File: src/rtl/control_sequencer_pkg.sv
// Shared types for the control sequencer: opcode constants, opcode classes,
// FSM states and the pcSource / faultCode encodings.
package control_sequencer_pkg;

  localparam logic [6:0] OPC_LUI     = 7'b0110111;
  localparam logic [6:0] OPC_AUIPC   = 7'b0010111;
  localparam logic [6:0] OPC_JAL     = 7'b1101111;
  localparam logic [6:0] OPC_JALR    = 7'b1100111;
  localparam logic [6:0] OPC_BRANCH  = 7'b1100011;
  localparam logic [6:0] OPC_LOAD    = 7'b0000011;
  localparam logic [6:0] OPC_STORE   = 7'b0100011;
  localparam logic [6:0] OPC_OPIMM   = 7'b0010011;
  localparam logic [6:0] OPC_OP      = 7'b0110011;
  localparam logic [6:0] OPC_MISCMEM = 7'b0001111;
  localparam logic [6:0] OPC_SYSTEM  = 7'b1110011;

  typedef enum logic [3:0] {
    CLS_LUI, CLS_AUIPC, CLS_JAL, CLS_JALR, CLS_BRANCH, CLS_LOAD,
    CLS_STORE, CLS_OPIMM, CLS_OP, CLS_MISCMEM, CLS_SYSTEM, CLS_ILLEGAL
  } opClassType;

  typedef enum logic [2:0] {
    ST_INIT, ST_FETCH, ST_DECODE, ST_EXECUTE, ST_MEMORY, ST_WRITEBACK, ST_HALT
  } seqStateType;

  localparam logic [1:0] PC_PLUS4 = 2'd0;
  localparam logic [1:0] PC_IMM   = 2'd1;
  localparam logic [1:0] PC_JALR  = 2'd2;

  localparam logic [1:0] FAULT_NONE    = 2'd0;
  localparam logic [1:0] FAULT_ILLEGAL = 2'd1;
  localparam logic [1:0] FAULT_BUS     = 2'd2;
  localparam logic [1:0] FAULT_SYSTEM  = 2'd3;

endpackage

File: src/rtl/control_sequencer_opcode_classifier.sv
// Combinational opcode classifier: maps instruction[6:0] to an opcode class.
// SYSTEM counts as legal; only unknown encodings clear the legal flag.
module opcode_classifier
  import control_sequencer_pkg::*;
(
  input  logic [6:0] opcode,
  output opClassType opcodeClass,
  output logic       legal
);

  always_comb begin
    opcodeClass = CLS_ILLEGAL;
    legal       = 1'b1;
    case (opcode)
      OPC_LUI:     opcodeClass = CLS_LUI;
      OPC_AUIPC:   opcodeClass = CLS_AUIPC;
      OPC_JAL:     opcodeClass = CLS_JAL;
      OPC_JALR:    opcodeClass = CLS_JALR;
      OPC_BRANCH:  opcodeClass = CLS_BRANCH;
      OPC_LOAD:    opcodeClass = CLS_LOAD;
      OPC_STORE:   opcodeClass = CLS_STORE;
      OPC_OPIMM:   opcodeClass = CLS_OPIMM;
      OPC_OP:      opcodeClass = CLS_OP;
      OPC_MISCMEM: opcodeClass = CLS_MISCMEM;
      OPC_SYSTEM:  opcodeClass = CLS_SYSTEM;
      default: begin
        opcodeClass = CLS_ILLEGAL;
        legal       = 1'b0;
      end
    endcase
  end

endmodule

File: src/rtl/control_sequencer.sv
// Multi-cycle core control FSM: fetch/decode/execute/memory/writeback with a
// memReady wait timeout, sticky halt with fault code, and a retired counter.
// Handshake: a memory request (memReadEnable/memWriteEnable) is held every
// cycle until memReady=1 is seen in a FETCH/MEMORY cycle; that cycle completes it.
module control_sequencer
  import control_sequencer_pkg::*;
#(
  parameter int TIMEOUT_CYCLES = 255
)
(
  input  logic        clock,
  input  logic        reset,
  input  logic [6:0]  opcode,
  input  logic        memReady,
  input  logic        branchTaken,
  output logic        instructionLatchEnable,
  output logic        memReadEnable,
  output logic        memWriteEnable,
  output logic        rdWriteEnable,
  output logic        pcWriteEnable,
  output logic [1:0]  pcSource,
  output logic        halted,
  output logic [1:0]  faultCode,
  output logic [31:0] retiredCount,
  output seqStateType stateDebug
);

  seqStateType state;
  opClassType  instrClass;
  opClassType  decodedClass;
  logic        decodedLegal;
  logic        resetReleased;
  logic [31:0] waitCount;
  logic        timeoutHit;
  logic        isMemClass;

  opcode_classifier u_classifier (
    .opcode      (opcode),
    .opcodeClass (decodedClass),
    .legal       (decodedLegal)
  );

  // memReady=1 takes priority: a timeout only fires on a cycle still waiting.
  assign timeoutHit = (TIMEOUT_CYCLES != 0) && !memReady &&
                      (waitCount == 32'(TIMEOUT_CYCLES - 1));
  assign isMemClass = (instrClass == CLS_LOAD) || (instrClass == CLS_STORE);
  assign stateDebug = state;

  always_ff @(posedge clock or posedge reset) begin
    if (reset) begin
      state         <= ST_INIT;
      instrClass    <= CLS_ILLEGAL;
      resetReleased <= 1'b0;
      waitCount     <= 32'd0;
      retiredCount  <= 32'd0;
      faultCode     <= FAULT_NONE;
    end else begin
      case (state)
        // One extra INIT cycle after release so FETCH starts on the second edge.
        ST_INIT: begin
          resetReleased <= 1'b1;
          waitCount     <= 32'd0;
          if (resetReleased) state <= ST_FETCH;
        end
        ST_FETCH, ST_MEMORY: begin
          if (memReady) begin
            waitCount <= 32'd0;
            state     <= (state == ST_FETCH) ? ST_DECODE : ST_WRITEBACK;
          end else if (timeoutHit) begin
            faultCode <= FAULT_BUS;
            state     <= ST_HALT;
          end else begin
            waitCount <= waitCount + 32'd1;
          end
        end
        ST_DECODE: begin
          instrClass <= decodedClass;
          if (!decodedLegal) begin
            faultCode <= FAULT_ILLEGAL;
            state     <= ST_HALT;
          end else if (decodedClass == CLS_SYSTEM) begin
            faultCode <= FAULT_SYSTEM;
            state     <= ST_HALT;
          end else begin
            state <= ST_EXECUTE;
          end
        end
        ST_EXECUTE: begin
          waitCount <= 32'd0;
          state     <= isMemClass ? ST_MEMORY : ST_WRITEBACK;
        end
        ST_WRITEBACK: begin
          retiredCount <= retiredCount + 32'd1;
          waitCount    <= 32'd0;
          state        <= ST_FETCH;
        end
        ST_HALT: state <= ST_HALT;
        default: state <= ST_HALT;
      endcase
    end
  end

  always_comb begin
    instructionLatchEnable = 1'b0;
    memReadEnable          = 1'b0;
    memWriteEnable         = 1'b0;
    rdWriteEnable          = 1'b0;
    pcWriteEnable          = 1'b0;
    pcSource               = PC_PLUS4;
    halted                 = (state == ST_HALT);
    case (state)
      ST_FETCH: begin
        memReadEnable          = 1'b1;
        instructionLatchEnable = memReady;
      end
      ST_MEMORY: begin
        memReadEnable  = (instrClass == CLS_LOAD);
        memWriteEnable = (instrClass == CLS_STORE);
      end
      ST_WRITEBACK: begin
        pcWriteEnable = 1'b1;
        rdWriteEnable = !((instrClass == CLS_BRANCH) || (instrClass == CLS_STORE) ||
                          (instrClass == CLS_MISCMEM));
        if ((instrClass == CLS_JAL) || ((instrClass == CLS_BRANCH) && branchTaken))
          pcSource = PC_IMM;
        else if (instrClass == CLS_JALR)
          pcSource = PC_JALR;
      end
      default: ;
    endcase
  end

endmodule

File: config.mk
export PLATFORM = sky130hd
export DESIGN_NAME = control_sequencer
export DESIGN_NICKNAME = d
export VERILOG_FILES = /design/src/rtl/control_sequencer_pkg.sv /design/src/rtl/control_sequencer_opcode_classifier.sv /design/src/rtl/control_sequencer.sv
export SDC_FILE = /design/constraint.sdc
export NUM_CORES = 1
export LEC_CHECK = 0
export ABC_CLOCK_PERIOD_IN_PS = 3140
export CAP_MARGIN = 20
export CORE_MARGIN = 1
export CORE_UTILIZATION = 32
export DETAILED_ROUTE_END_ITERATION = 8
export PLACE_DENSITY = 0.49
export SKIP_LAST_GASP = 1
export SYNTH_ARGS = -nofsm -noshare
export SYNTH_HDL_FRONTEND = slang
export SYNTH_SLANG_ARGS = --single-unit
File: constraint.sdc
create_clock -name clock -period 3.14 [get_ports clock]
set_clock_uncertainty 0.15 [all_clocks]
set_input_delay 0.628 -clock clock [delete_from_list [all_inputs] [get_ports clock]]
set_output_delay 0.628 -clock clock [all_outputs]
set_load 0.03 [all_outputs]
==> metrics.csv <==
stage;metric;value;unit
timing;fin_crit_sh;94.0;%
finish;fin_nets;531;
yosys;synthTopCellsByArea;dfrtp_1, xnor2_1, nand2_1, nand3_1, nand4_1;
placement;routabilityCongestion;0.782;
finish;n_antenna_cell;0;
placement;io_buffers;55;
yosys;synthAdderAreaFrac;0.882;%
finish;multi_input_area;2220;µm²
clock_network;cts.sinks;74;
timing;report.final.slew_viol_count;0;
yosys;synth_fp_nets;472;
timing;setup_viol_count_final;0;
floorplanning;pin_count;56;
yosys;synth_compound_area_share;15.7;%
placement;preCtsSetupSlack;0.210;ns
global_routing;first_global_vias;3701;
finish;fin_area;5320;µm²
placement;post_dp_cell_area;5020;µm²
yosys;synth_most_common_cell;dfrtp_1;
timing;fmax;339;MHz
yosys;avgSynthCellArea;9.29;µm²
clock_network;clk_pin_slew;0.06;ns
setup_path;cp-start-kind;register;
yosys;synth_common_cells;dfrtp_1, nand2_1, nor2_1, nand3_1;
floorplanning;die_w;117;µm
yosys;synthCells;458;
finish;drive_above_1_share;13.0;%
global_routing;grt_use_total;17.3;%
placement;hpwl;7.75;mm
pwr;total_power;2.10;mW
drt;wire_per_inst;16.0;µm
clock_network;post_cts_buffers;0;
drt;dr.pass1.iters;4;
drt;post-route-drc-count;0;
timing;worst_pin_slew;0.805;ns
setup_path;crit_path_end_kind;output pin;
floorplanning;floorplan.initialDensity;33.3;%
finish;syn_to_final_growth;25.1;%
pwr;ir_drop;0.387;mV
finish;seqCellArea;1860;µm²
clock_network;cts_tree;yes;
drt;vias;3680;
yosys;yosys.area_share.simple;27.6;%
floorplanning;coreArea;12800;µm²
setup_path;cp_data_required_time;2.36;ns
finish;fillers;1223;
setup_path;path_max_fanout;4;
clock_network;cts_buffer_depth;2;
floorplanning;die_y;117;µm
global_routing;grt_overflow;0;
timing;rsz0062_at_grt;false;
timing;slew_headroom;45.9;%
yosys;synth_largest_area_cell;dfrtp_1;
timing;final_hold_viol_count;0;
pwr;power_per_cell_area;394;nW/µm²
drt;drt_iter0_drc;248;
clock_network;cts_inserted_buffers;9;
setup_path;worst_ep_arrival_time;2.17;ns
drt;finalWirelength;11.1;mm
drt;via_per_inst;5.30;
flow_run;cap_viol_max_count;0;
yosys;syn_area;4250;µm²
yosys;ys_warn_count;0;
yosys;async_flop_share;100;%
drt;ant_nets;0;
clock_network;root_buffer;clkbuf_16;
yosys;synth_ff_type;dfrtp_1;
timing;fin_setup_tns;0;ns
yosys;synth_edf_count;0;
clock_network;clock_latency;0.34;ns
global_routing;antenna_found_initial;0;
timing;fin_ws;0.189;ns
pwr;power_leakage;2.16;nW
yosys;ys_seq_area_share;43.6;%
floorplanning;row_count;41;
timing;fin_crit;2.95;ns
yosys;muxShareOfSynthArea;0.735;%
finish;final_util;41.6;%
hold_path;worstHoldPathType;reg2reg;
yosys;synthXorXnorAreaFrac;7.21;%
floorplanning;die_area;13800;µm²
global_routing;grt_max_degree;39;
yosys;synth_top_area_share;41.8;%
run_status;status;finished clean;
setup_path;worstSetupPathType;reg2out;
clock_network;htree_levels;3;
yosys;synth_top_family_by_area;simple AND/OR/NAND/NOR gates;
yosys;ys_ff_latch;74;
global_routing;grt_pass1_wl;19.0;mm
yosys;ys_types;67;
## kinds of logic (layout without fill, tap and decap cells)
group                    count (synthesis)  in the layout
AO/OA/AOI/OAI                           96             96
XOR/XNOR                                35             35
adder cells (fa/ha/maj)                  3              3
buffers and inverters                   36            100
flip-flops                              74             74
multiplexers                             3              3
AND/OR/NAND/NOR                        211            211
## metal layers
layer / global-route usage (%) / wire length (µm) / vias to the layer above
li1: - / - / 1808
met1: 23.0 / 5360 / 1777
met2: 27.2 / 5200 / 83
met3: 4.52 / 387 / 12
met4: 5.84 / 129 / 0
met5: 0 / 0 / -
## path summary, 6_finish.rpt
check | end | slack (ns) | depth (start not counted) | startpoint
max | memReadEnable | 0.19 | 4 | stateDebug[0]
min | retiredCount[31] | 0.32 | 1 | retiredCount[31]
max reg2reg | stateDebug[0] | 0.57 | 7 | waitCount[0]
min reg2reg | retiredCount[31] | 0.32 | 1 | retiredCount[31]
max in group asynchronous | retiredCount[18] | 1.75 | 3 | reset
min in group asynchronous | retiredCount[28] | 0.47 | 2 | reset
## area by class of cell
type	count	area share (%)
Inverter	14	0.988
Multi-Input combinational cell	348	41.7
Sequential cell	74	34.9
Clock inverter	5	1.18
Timing Repair Buffer	70	12.7
Clock buffer	11	4.56
Tap cell	172	4.05
## power breakdown
group | internal (mW) | switching, mW | leakage, nW | total, mW
logic | 0.0282 | 0.0448 | 1.03 | 0.0730
registers | 0.954 | 0 | 0.987 | 0.954
clock network | 0.642 | 0.428 | 0.142 | 1.07
total | 1.62 | 0.473 | 2.16 | 2.10
## registers in the layout, indices dropped and copies added, names as in the netlist
| name | cells |
|---|---|
| retiredCount | 32 |
| waitCount | 32 |
| instrClass | 4 |
| stateDebug | 3 |
| faultCode | 2 |
| resetReleased | 1 |
## stage by stage
step	hold WS, ns	std cells
after floorplan	0.291	458
after global placement	0.310	678
final	0.321	694
after detailed placement	0.306	678
after CTS	0.323	694
after global routing	0.337	694
## cell usage in the layout, fill, tap and decap left out, types with 4 or more instances in the layout
cell type,synthesis,layout
o22a_1,4,4
nand3_1,30,30
or4_1,4,4
clkdlybuf4s50_1,0,54
o21ai_0,20,20
nor4_1,10,10
xnor2_1,21,21
a31oi_1,7,7
nor2_1,36,36
buf_4,1,14
and3_1,7,7
nor3_1,13,13
dfrtp_1,71,71
nand2b_1,4,4
o211ai_1,5,5
and4_1,6,6
and2_1,4,4
inv_1,12,11
xor2_1,14,14
a21oi_1,22,22
clkbuf_16,0,9
nand4_1,22,22
nand2_1,44,44
o31ai_1,8,8
or4_2,7,7
## what timing repair did
action | CTS | global route
hold buffers | 0 | 0
setup endpoints to repair | 1 | 0
resized for setup | 1 | 0
## critical path, cell delays in order (launching register included)
cell           delay (ns)
dfrtp_1              0.37
nand2b_1             0.19
or4b_2               0.65
a21oi_1              0.20
dlygate4sd2_1        0.43
No activity file was read; power rests on OpenSTA's default activity.
==> RTL change 1, RTL diff (config.mk and constraints unchanged) <==
Set the parameter `TIMEOUT_CYCLES` to 127 (it was 255).
--- a/src/rtl/control_sequencer.sv
+++ b/src/rtl/control_sequencer.sv
@@ -7,3 +7,3 @@
 #(
-  parameter int TIMEOUT_CYCLES = 255
+  parameter int TIMEOUT_CYCLES = 127
 )
Behaviour: same outputs for any inputs over 10 cycles, from zero or initial values and one cycle with reset high; that may be too few to reach the edited logic, so the function may still have changed.
==> RTL change 1 against the unedited design <==
Synthesized cell count rose by 2.6%; sequential cell count stayed put; final cell count is 2.4% higher; via count grew 5.7%; setup slack worse by 0.0023 ns; synthesized area increased by 3.1%; routed wire length grew 5.6%; design area increased by 3.0%; critical endpoint is now pcSource[0].
Power is not compared: it rests on default switching activity, and its combinational part moved more than twofold at a synthesized area within 25%.
==> RTL change 1: results (changes against the unedited design) <==
commonest cells in the netlist=dfrtp_1, nand2_1, nand3_1, nor2_1, xnor2_1; outcome=finished, final reports clean; met2 Use GR=28.1% (+0.91 points); number of vias in the routed layout=3889 (+5.7%); met1 wire length=5600 µm (+4.4%); capturing point of the worst reg2reg path=waitCount[25]$_DFFE_PP0P_; DRT iter0 DRCs=257 (+3.6%); Worst Hold Class=input pin to asynchronous set/reset pin; All-Layer GR Usage=17.8% (+0.43 points); compound-cell area share of the yosys netlist=16.4% (+0.72 points); syn_nets=484 (+2.5%); Worst setup startpoint=branchTaken; delay-heaviest family, CP=buffers and inverters; pin count of the biggest net entering global routing=45 (+15%); slowest cell delay on critical path=0.73 ns (+0.08 ns); dpl cells=695 (+2.5%); Critical-path top delay cell=clkdlybuf4s50_1; met3 wire length=481 µm (+24%); mux share of post-synthesis cell area=0.941% (+0.21 points); Worst Path Max Fanout=1 (-3); Max-slew headroom=58.3% (+12 points); post-synthesis instance total=470 (+2.6%); vias in the first global route=3834 (+3.6%); Area contributors post-synth=dfrtp_1, xnor2_1, nand3_1, nand4_1, nand2_1; gpl congestion=0.856 (+9.4%); wire length on met2=5370 µm (+3.3%); dpl cell area=5150 µm² (+2.6%); detailed placement HPWL=8600 µm (+11%); Seq/Total Area, Yosys=42.3% (-1.3 points); GR Util met3=2.83% (-1.7 points); global routing met1 resource utilization=23.9% (+0.90 points); count of cell types in the netlist=71 (+6.0%); share of cells above drive strength 1=11.6% (-1.4 points); WHS=0.296 ns (-0.0245 ns); Routed WL=11700 µm (+5.6%)
-- RTL change 1: per-stage QoR --
stage	total power (µW)	setup slack (ns)
2_1_floorplan	2090	0.301
3_3_place_gp	2570	0.212
3_5_place_dp	2580	0.184
4_1_cts	3740	0.173
5_1_grt	3910	0.0423
6_report	3700	0.186
-- RTL change 1: power groups by stage --
stage | Combinational (µW) | Clock, µW | Sequential, µW
4_1_cts | 1370 | 1170 | 1200
6_report | 1360 | 1140 | 1200
5_1_grt | 1480 | 1210 | 1220
3_3_place_gp | 1360 | 0 | 1210
3_5_place_dp | 1370 | 0 | 1210
2_1_floorplan | 797 | 0 | 1290
-- RTL change 1: area by class of cell --
class | count | area (µm²)
Clock inverter | 6 | 90.1
Tap cell | 176 | 220
Multi-Input combinational cell | 353 | 2320
Fill cell | 1327 | 7820
Timing Repair Buffer | 71 | 671
Clock buffer | 10 | 239
Sequential cell | 74 | 1860
Inverter | 21 | 78.8
==> RTL change 2, RTL diff (same settings) <==
Made on the original files. Put one more register stage on the output `stateDebug`, without a reset. The value now appears one clock later. The other outputs are not delayed to match.
--- a/src/rtl/control_sequencer.sv
+++ b/src/rtl/control_sequencer.sv
@@ -46,3 +46,5 @@
   assign isMemClass = (instrClass == CLS_LOAD) || (instrClass == CLS_STORE);
-  assign stateDebug = state;
+  always_ff @(posedge clock) begin
+    stateDebug <= state;
+  end
 
Function: changed (Yosys sat finds a counterexample within 4 cycles, from zero or initial values and one cycle with reset high).
==> RTL change 2 against the unedited design <==
Setup slack got worse by 0.10 ns; sequential cell count up 3; design area down 1.5%; synthesized area shrank 4.1%; non-clock buffer count increased by 3; first-iteration DRC count is 32% lower; die area fell by 4.1%; maximum frequency down 3.3%; routed wire length is 15% lower; clock power increased by 9%; power is 6.8% higher.
==> RTL change 2: results (changes against the unedited design) <==
# nets final=512 (-3.6%); Synth Area in XOR/XNOR=8.81% (+1.6 points); Worst Path Max Fanout=1 (-3); vias in the first global route=3315 (-10%); outcome=finished, final reports clean; All-Layer GR Usage=15.4% (-1.9 points); wire length on met2=4390 µm (-15%); first-pass GRT wire length=16100 µm (-15%); mux share of post-synthesis cell area=0.522% (-0.21 points); WS Path Type=input pin to output pin; area growth from synthesis to layout=28.6%; Worst setup startpoint=branchTaken; Sw Pwr=443 µW (-6.4%); commonest cells in the netlist=dfrtp_1, nand2_1, nand3_1, nor2_1, o21ai_0; gpl congestion=0.794 (+1.5%); Area contributors post-synth=dfrtp_1, xnor2_1, xor2_1, nand3_1, nand2_1; VDD IR-drop max=0.227 mV (-41%); met1 wire length=4510 µm (-16%); Routed WL=9360 µm (-15%); WHS=0.317 ns (-0.00361 ns); share of cells above drive strength 1=8.75% (-4.3 points); count of cell types in the netlist=59 (-12%); pin count of the biggest net entering global routing=36 (-7.7%); Seq/Total Area, Yosys=47.0% (+3.4 points); Arr. time, crit path=2.28 ns (+0.11 ns); r2r setup slk=0.53 ns (-0.04 ns); Post-Place Setup Slack=0.0714 ns (-0.139 ns); delay-heaviest family, CP=buffers and inverters; sequential power=992 µW (+4.0%); vias per cell=5.17 (-2.4%); compound-cell area share of the yosys netlist=13.6% (-2.1 points); number of vias in the routed layout=3471 (-5.7%); sequential share of power=44.3% (-1.2 points); DRT iter0 DRCs=169 (-32%); met3 wire length=329 µm (-15%); dpl cells=655 (-3.4%); capturing point of the worst reg2reg path=waitCount[3]$_DFFE_PP0P_; slowest cell delay on critical path=0.71 ns (+0.06 ns); post-synthesis instance total=432 (-5.7%); detailed placement HPWL=6680 µm (-14%); Critical-path top delay cell=clkdlybuf4s50_1; CTS resizes=0 (-1); Adder-Cell Fraction of Synth Area=0.921% (+0.038 points); cell leakage power=0.00212 µW (-2.0%); async set-reset flop share out of synthesis=96.1% (-3.9 points)
RTL change 2: cell count changes in the layout (fill, tap and decap cells not counted), sizes merged, moves of 5 or more:
cell	unedited run	this run
nand2	44	33
nor2	36	26
and3	7	13
or3	4	10
nand4	23	18
nor2b	1	6
xor2	14	19
RTL change 2: layout make-up:
type | count | area (µm²)
fillers | 1194 | 6970
multi-input cells | 325 | 2040
flip-flops and latches | 77 | 1920
repair buffers | 73 | 698
clock buffers | 11 | 233
well taps | 168 | 210
clock inverters | 5 | 100
inverters | 12 | 45.0
RTL change 2: worst max-delay path by stage:
stage | end | slack, ns | cells after the start
global placement | pcSource[0] | 0.12 | 5
global route | pcSource[0] | 0.03 | 5
finish | pcSource[0] | 0.09 | 5
CTS | pcSource[0] | 0.07 | 5
detailed placement | pcSource[0] | 0.07 | 5
floorplan | faultCode[0]$_DFFE_PP0P_ | 0.49 | 1
RTL change 2: metal layers:
metal,track usage [%],vias up
li1,-,1711
met1,20.2,1693
met2,25.1,55
met3,3.27,12
met4,5.45,0
met5,0,-
